--- src/rtl/shift_sequencer.sv ---
// ---------------------------------------------------------------------------
// shift_sequencer
//
// Multi-cycle logical shifter. A request of any shift amount is broken into
// bounded steps of at most STEP_MAX positions per cycle. The operand lives in
// an accumulator that is shifted once per cycle until the requested amount is
// used up, after which the result is published on o_y with a one-cycle
// o_done pulse.
//
// Ports:
//   i_clk    - rising-edge clock
//   i_reset  - asynchronous, active-high reset
//   i_start  - request, sampled only while o_ready is high
//   i_dir    - 0 = logical left, 1 = logical right (sampled with i_start)
//   i_a      - operand, WIDTH bits (sampled with i_start)
//   i_shamt  - total shift amount, SAMT_W bits (sampled with i_start)
//   o_ready  - high while idle and able to accept a request
//   o_busy   - high while shift steps are being applied
//   o_done   - one-cycle pulse when the result is available
//   o_y      - registered result, changes only on entry to DONE
// ---------------------------------------------------------------------------
module shift_sequencer #(
  parameter int WIDTH    = 5,
  parameter int SAMT_W   = 3,
  parameter int STEP_MAX = 3
) (
  input  logic              i_clk,
  input  logic              i_reset,
  input  logic              i_start,
  input  logic              i_dir,
  input  logic [WIDTH-1:0]  i_a,
  input  logic [SAMT_W-1:0] i_shamt,
  output logic              o_ready,
  output logic              o_busy,
  output logic              o_done,
  output logic [WIDTH-1:0]  o_y
);

  typedef enum logic [1:0] {
    IDLE  = 2'd0,
    SHIFT = 2'd1,
    DONE  = 2'd2
  } state_t;

  localparam logic [SAMT_W-1:0] LP_STEP_MAX = SAMT_W'(STEP_MAX);

  state_t             r_state;
  state_t             w_nextState;
  logic [WIDTH-1:0]   r_acc;
  logic [SAMT_W-1:0]  r_rem;
  logic               r_dirQ;
  logic [WIDTH-1:0]   r_y;

  logic [SAMT_W-1:0]  w_step;
  logic [WIDTH-1:0]   w_shifted;
  logic               w_lastStep;

  // Size of the step taken this cycle and the accumulator value it produces.
  // The step is clamped to the remaining amount, so the remainder can never
  // wrap below zero. Amounts at or beyond WIDTH simply drain the accumulator
  // to zero over several steps rather than being special-cased.
  always_comb begin
    w_step     = (r_rem > LP_STEP_MAX) ? LP_STEP_MAX : r_rem;
    w_shifted  = r_dirQ ? (r_acc >> w_step) : (r_acc << w_step);
    w_lastStep = (r_rem <= LP_STEP_MAX);
  end

  // State register. Reset drops any operation in flight straight back to
  // IDLE, so no done pulse can follow a reset.
  always_ff @(posedge i_clk or posedge i_reset) begin
    if (i_reset) begin
      r_state <= IDLE;
    end else begin
      r_state <= w_nextState;
    end
  end

  // Next-state decode. A zero shift amount goes straight to DONE so that the
  // shifting state is only ever entered with real work to do. DONE always
  // lasts exactly one cycle, which is what makes o_done a single pulse.
  always_comb begin
    w_nextState = r_state;
    case (r_state)
      IDLE: begin
        if (i_start) begin
          w_nextState = (i_shamt == '0) ? DONE : SHIFT;
        end
      end
      SHIFT: begin
        if (w_lastStep) begin
          w_nextState = DONE;
        end
      end
      DONE: begin
        w_nextState = IDLE;
      end
      default: begin
        w_nextState = IDLE;
      end
    endcase
  end

  // Datapath registers. The operands are captured only in IDLE, so a start
  // held high while busy or done has no effect on the work in progress. The
  // result register is written only on the transition into DONE and holds its
  // value at every other time.
  always_ff @(posedge i_clk or posedge i_reset) begin
    if (i_reset) begin
      r_acc  <= '0;
      r_rem  <= '0;
      r_dirQ <= 1'b0;
      r_y    <= '0;
    end else begin
      case (r_state)
        IDLE: begin
          if (i_start) begin
            r_acc  <= i_a;
            r_rem  <= i_shamt;
            r_dirQ <= i_dir;
            if (i_shamt == '0) begin
              r_y <= i_a;
            end
          end
        end
        SHIFT: begin
          r_acc <= w_shifted;
          r_rem <= r_rem - w_step;
          if (w_lastStep) begin
            r_y <= w_shifted;
          end
        end
        default: begin
        end
      endcase
    end
  end

  // Status outputs decode directly from the state register.
  assign o_ready = (r_state == IDLE);
  assign o_busy  = (r_state == SHIFT);
  assign o_done  = (r_state == DONE);
  assign o_y     = r_y;

endmodule

--- config.mk ---
export PLATFORM = sky130hd
export DESIGN_NAME = shift_sequencer
export DESIGN_NICKNAME = d
export VERILOG_FILES = /design/src/rtl/shift_sequencer.sv
export SDC_FILE = /design/constraint.sdc
export NUM_CORES = 1
export LEC_CHECK = 0
export BUFFER_PORTS_ARGS = -buffer_cell sky130_fd_sc_hd__buf_2
export CELL_PAD_IN_SITES_DETAIL_PLACEMENT = 1
export CELL_PAD_IN_SITES_GLOBAL_PLACEMENT = 1
export CORE_ASPECT_RATIO = 2
export CORE_MARGIN = 3
export CORE_UTILIZATION = 40
export CTS_CLUSTER_DIAMETER = 100
export DETAILED_ROUTE_END_ITERATION = 16
export GPL_ROUTABILITY_DRIVEN = 1
export GPL_TIMING_DRIVEN = 0
export PLACE_DENSITY = 0.89
export SLEW_MARGIN = 40
export SYNTH_ARGS = -nofsm -noshare
export SYNTH_HDL_FRONTEND = slang
export SYNTH_SLANG_ARGS = --single-unit
--- constraint.sdc ---
create_clock -name i_clk -period 2.7 [get_ports i_clk]
set_input_delay 0.27 -clock i_clk [delete_from_list [all_inputs] [get_ports i_clk]]
set_output_delay 0.27 -clock i_clk [all_outputs]
set_load 0.005 [all_outputs]
# == After elaboration in Yosys (flattened, before gate mapping) ==
# Cells that the tools add are included.
# totals
ff_bits,16
inputBits,12
out_inout_bits,8
elab_cells,36
# op_classes
addsub,1
order_cmp,2
n_eq_ne,5
n_shift,2
mux,14
reduce_logical,7
# op_table
operator,n
$mux W5,5
$pmux W5 S2,2
$mux W2,3
$mux W3,2
$pmux W3 S2,1
$reduce_and A2 Y1,3
$shl A5 B3 Y5,1
$shr A5 B3 Y5,1
$ne A2 B1 Y1 const B,2
$pmux W2 S2,1
$reduce_and A4 Y1,1
$gt A3 B2 Y1 const B,1
$le A3 B2 Y1 const B,1
$logic_not A3 Y1,1
$sub A3 B3 Y3,1
$eq A2 B1 Y1 const B,1
$eq A2 B2 Y1 const B,1
$logic_not A2 Y1,1
$ne A2 B2 Y1 const B,1
$reduce_bool A2 Y1,1

# == Longest topological paths before layout ==
# depth
ltp_word,6
depth_mapped,7
mapped_depth_nobuf,5

# == Worst setup path before layout ==
# Ideal clock, no wire load.
# synth_timing
path_type,reg-to-reg
startpoint,register r_rem[0]
endpoint,register r_rem[2]
setup_ns,0.121
arrival_time_ns,1.340
t_required_ns,2.579
slack_ns,1.239
stages_incl_launch_ff,7
path_buffers,2
period_less_slack_ns,1.461
cell_sequence,dfrtp_1 > buf_4 > buf_4 > nand2b_1 > ha_1 > o22a_1 > o22a_1
# synth_via
elab_chain_len,4
# synth_lines
item,line_no,text
start: declaration,50,logic [SAMT_W-1:0] r_rem;
start signal: assignment,118,r_rem <= i_shamt;
start signal: assignment,127,r_rem <= r_rem - w_step;
$gt A3 B2 Y1,63,w_step = (r_rem > LP_STEP_MAX) ? LP_STEP_MAX : r_rem;
$mux W3,63,
$sub A3 B3 Y3 *,127,
$pmux W3 S2 *,114,case (r_state)
# Every way passes the cells marked *; elsewhere a longest branch is shown, timed or not.
# A chain may end at the register's enable or synchronous reset.

# == Final worst setup path ==
# layout_timing
startpoint,register r_state[0]
endpoint,output port o_busy
# layout_via
elab_chain_len,1
# layout_lines
item,line_no,text
start: declaration,47,state_t r_state;
start signal: assignment,74,r_state <= w_nextState;
$eq A2 B1 Y1,140,assign o_busy = (r_state == SHIFT);
end: declaration,34,"output logic o_busy,"
# Every way passes these cells.

==> out/results.md <==
| Quantity | Reported | Unit |
|---|---|---|
| Critical path type | reg2out | - |
| Most instantiated cells after synthesis | nand2_1 (20), dfrtp_1 (16), nor2_1 (14) | - |
| Final nets | 162 | - |
| Synthesized area | 1070 | um^2 |
| Drt first-iter violations | 33 | - |
| I/O Buffers | 19 | - |
| Final count of pins violating max slew | 0 | - |
| Critical Path Source Type | flip-flop | - |
| Placeable core region | 2470 | um^2 |
| Placement row count | 25 | - |
| Initial Util | 43.3 | % |
| Type of element capturing the critical path | output pin | - |
| Distinct cell type count of the synthesized netlist | 41 | - |
| Highest Clock Rate | 592 | MHz |
| Leakage power total | 0.573 | nW |
| Fraction of final layout cells sized beyond drive strength 1 | 26.4 | % |
| Ratio of total power to cell area | 1330 | nW/um^2 |
| Post-synth top area share | 37.4 | % |
| X dimension of the die | 42.6 | um |
| Data arrival at the endpoint of the critical path | 1.42 | ns |
| Via count | 1,076 | - |
| Antenna violations before repair | 0 | - |
| Final period demand of the worst path | 1.69 | ns |
| Critical Path, Cell by Cell | buf_2, nand2b_1, inv_1, buf_2 | - |
| Grt total ovfl | 0 | - |
| Area enclosed by the die boundary | 3370 | um^2 |
| Hold/Removal Path Class | in2async | - |
| Total inserted antenna cells | 0 | - |
| Power Total | 0.00167 | W |
| Drt via density | 6.15 | - |
| Result of the run | completed | - |
| Endpoints failing setup | 0 | - |
| Top cells by area, synth | dfrtp_1 (37%), nand2_1 (7.0%), nor2_1 (4.9%) | - |
| Cell repeated most along the worst path | buf_2 | - |
| Number of CTS-inserted buffers | 3 | - |
| Headroom to the max-slew limit | 57.0 | % |
| Pre-CTS setup slack | 1.10 | ns |
| Post-CTS setup buffer count | 0 | - |
| Clock transition at the register clock pins on the worst setup and hold paths after CTS | 0.07 | ns |
| Share of synthesized registers carrying an async set or reset | 100 | % |
| Net count after synthesis | 138 | - |
| Worst slew pin tran | 0.645 | ns |
| Final hold viol count | 0 | - |
| Primary flip-flop cell chosen by synthesis mapping | dfrtp_1 | - |
| Number of cells produced by synthesis | 125 | - |
| Ratio of final minimum period to clock period | 62.6 | % |
| Buffers from clock root to sink, at most | 2 | - |
| Post-synthesis sequential area ratio | 37.4 | % |
| Setup repair after global routing missed its margin | no | - |
| Cell accounting for the most synthesized area | dfrtp_1 | - |
| Least setup slack across all paths after layout | 1.01 | ns |
| Sequential cell area | 400 | um^2 |
| Detailed-routing iteration count for the pre-antenna-repair pass | 4 | - |
| DRC viols | 0 | - |
| Avg Synthesized Cell Area | 8.56 | um^2 |
| Worst path slowest cell | dfrtp_1 | - |
| Number of warnings printed during yosys synthesis | 0 | - |
| Flip-flop and latch count after synthesis | 16 | - |
| GRT Resource Usage Total | 21.2 | % |
| Crit path max fanout | 10 | - |
| Root buf cell | clkbuf_8 | - |
| Routed wirelength normalized by instance count | 18.1 | um |
| Clock network latency to the later pin of the worst-skew pair | 0.26 | ns |
| Resize count post-CTS | 0 | - |
| Combined area of the multi-input logic cells | 588 | um^2 |
| Number of global-route vias before repair | 1,176 | - |
| Area growth from synthesis to final layout | 17.2 | % |
| Number of enable flip-flop cells after synthesis | 0 | - |
| Sum of net half-perimeters after detailed placement | 2440 | um |
| CTS Hold Bufs | 0 | - |
| Total number of H-tree levels | 1 | - |
| Final Routed Wirelength | 3170 | um |
| Global placement routability congestion | 0.817 | - |
| Worst IR Drop VDD | 0.516 | mV |
| DRT antenna net count | 0 | - |
| Maximum single-stage delay on the critical path | 0.37 | ns |
| Maximum number of pins on one net before global-route repair | 17 | - |
| Setup TNS after final layout | 0 | ns |
| Max Cap Violations | 0 | - |
| Clock tree from TritonCTS | built | - |
| Clock Skew | 0.00335 | ns |
| IO Count | 20 | - |
| Data required time of the critical path | 2.43 | ns |
| Wire length of the first global-routing pass | 5380 | um |
| Clock sinks | 16 | - |
| Most common cell in the synthesized netlist | nand2_1 | - |
| Die height | 79.1 | um |
| Count of filler cells inserted in the layout | 315 | - |
final cells by class:
type	instances	share of cell area, %
multi-input combinational	95	46.9
sequential	16	31.9
timing repair buffer	19	7.58
buffer	9	4.99
clock buffer	4	4.39
tap	27	2.69
inverter	5	1.50
metrics by stage:
step           cells  hold slack, ns  utilization, %  instance area [um^2]
2_1_floorplan    125           0.184               -                  1070
4_1_cts          175           0.112            50.7                  1250
3_3_place_gp     171           0.373            48.5                  1200
5_1_grt          175           0.172            50.7                  1250
6_report         175          0.0881            50.7                  1250
3_5_place_dp     171           0.386            48.5                  1200
routing by layer:
metal / GRT usage (%) / share of wire [%] / wire (um) / vias to the layer above
met1: 21.4 / 35 / 1120 / 537
met3: 2.04 / 2.9 / 91 / 11
met2: 41.1 / 59 / 1870 / 34
met4: 9.97 / 3.0 / 95 / 0
met5: 0 / 0 / 0 / -
li1: - / - / - / 494
worst max-delay path, delay by kind of cell, from the launching register on:
kind	cells	cell delay (ns)
buffers and inverters	3	0.55
flip-flops	1	0.37
AND/OR/NAND/NOR	1	0.24
flip-flops by register name, summed over array words and instances, names as in the netlist:
name / count
r_state: 2
r_rem: 3
o_y: 5
r_acc: 5
r_dirQ: 1
kinds of logic (layout without fill, tap and decap cells):
kind of cell             count (synthesis)  after routing  share of synthesized area [%]
AO/OA/AOI/OAI                           35             35                           25.0
adder cells (fa/ha/maj)                  1              1                           1.17
buffers and inverters                   14             37                           7.60
flip-flops                              16             16                           37.4
multiplexers                             1              1                          0.936
AND/OR/NAND/NOR                         58             58                           27.8
power breakdown:
group          total (W)  internal, W  switching (W)
Combinational   0.000966     0.000396       0.000570
Clock           0.000224     0.000130      0.0000939
Sequential      0.000482     0.000362       0.000119
Total            0.00167     0.000888       0.000783
layout by cell type (no fill, tap or decap), drive strengths merged, types with 2 or more instances in the layout:
cell	netlist	final
buf	7	26
nand2b	6	6
dfrtp	16	16
nor2	15	15
inv	5	5
clkbuf	2	6
nand3b	2	2
nand2	20	20
o31ai	6	6
nand3	3	3
o21ai	5	5
or2	2	2
o22a	2	2
a21oi	8	8
a311oi	3	3
nor2b	2	2
a31oi	2	2
nor3	2	2
worst paths after layout:
| check | start | end | slack (ns) | cells past startpoint |
|---|---|---|---|---|
| max | r_state[0]$_DFFE_PP0P_ | o_busy | 1.01 | 4 |
| min | i_reset | o_y[3]$_DFFE_PP0P_ | 0.09 | 2 |
| max reg2reg | r_rem[2]$_DFFE_PP0P_ | o_y[3]$_DFFE_PP0P_ | 1.05 | 5 |
| min reg2reg | o_y[4]$_DFFE_PP0P_ | o_y[4]$_DFFE_PP0P_ | 0.50 | 2 |
| max in group asynchronous | i_reset | r_state[1]$_DFFE_PP0P_ | 2.20 | 2 |
| min in group i_clk | i_dir | r_dirQ$_DFFE_PP0P_ | 0.25 | 3 |
No activity file was read; power rests on OpenSTA's default activity.
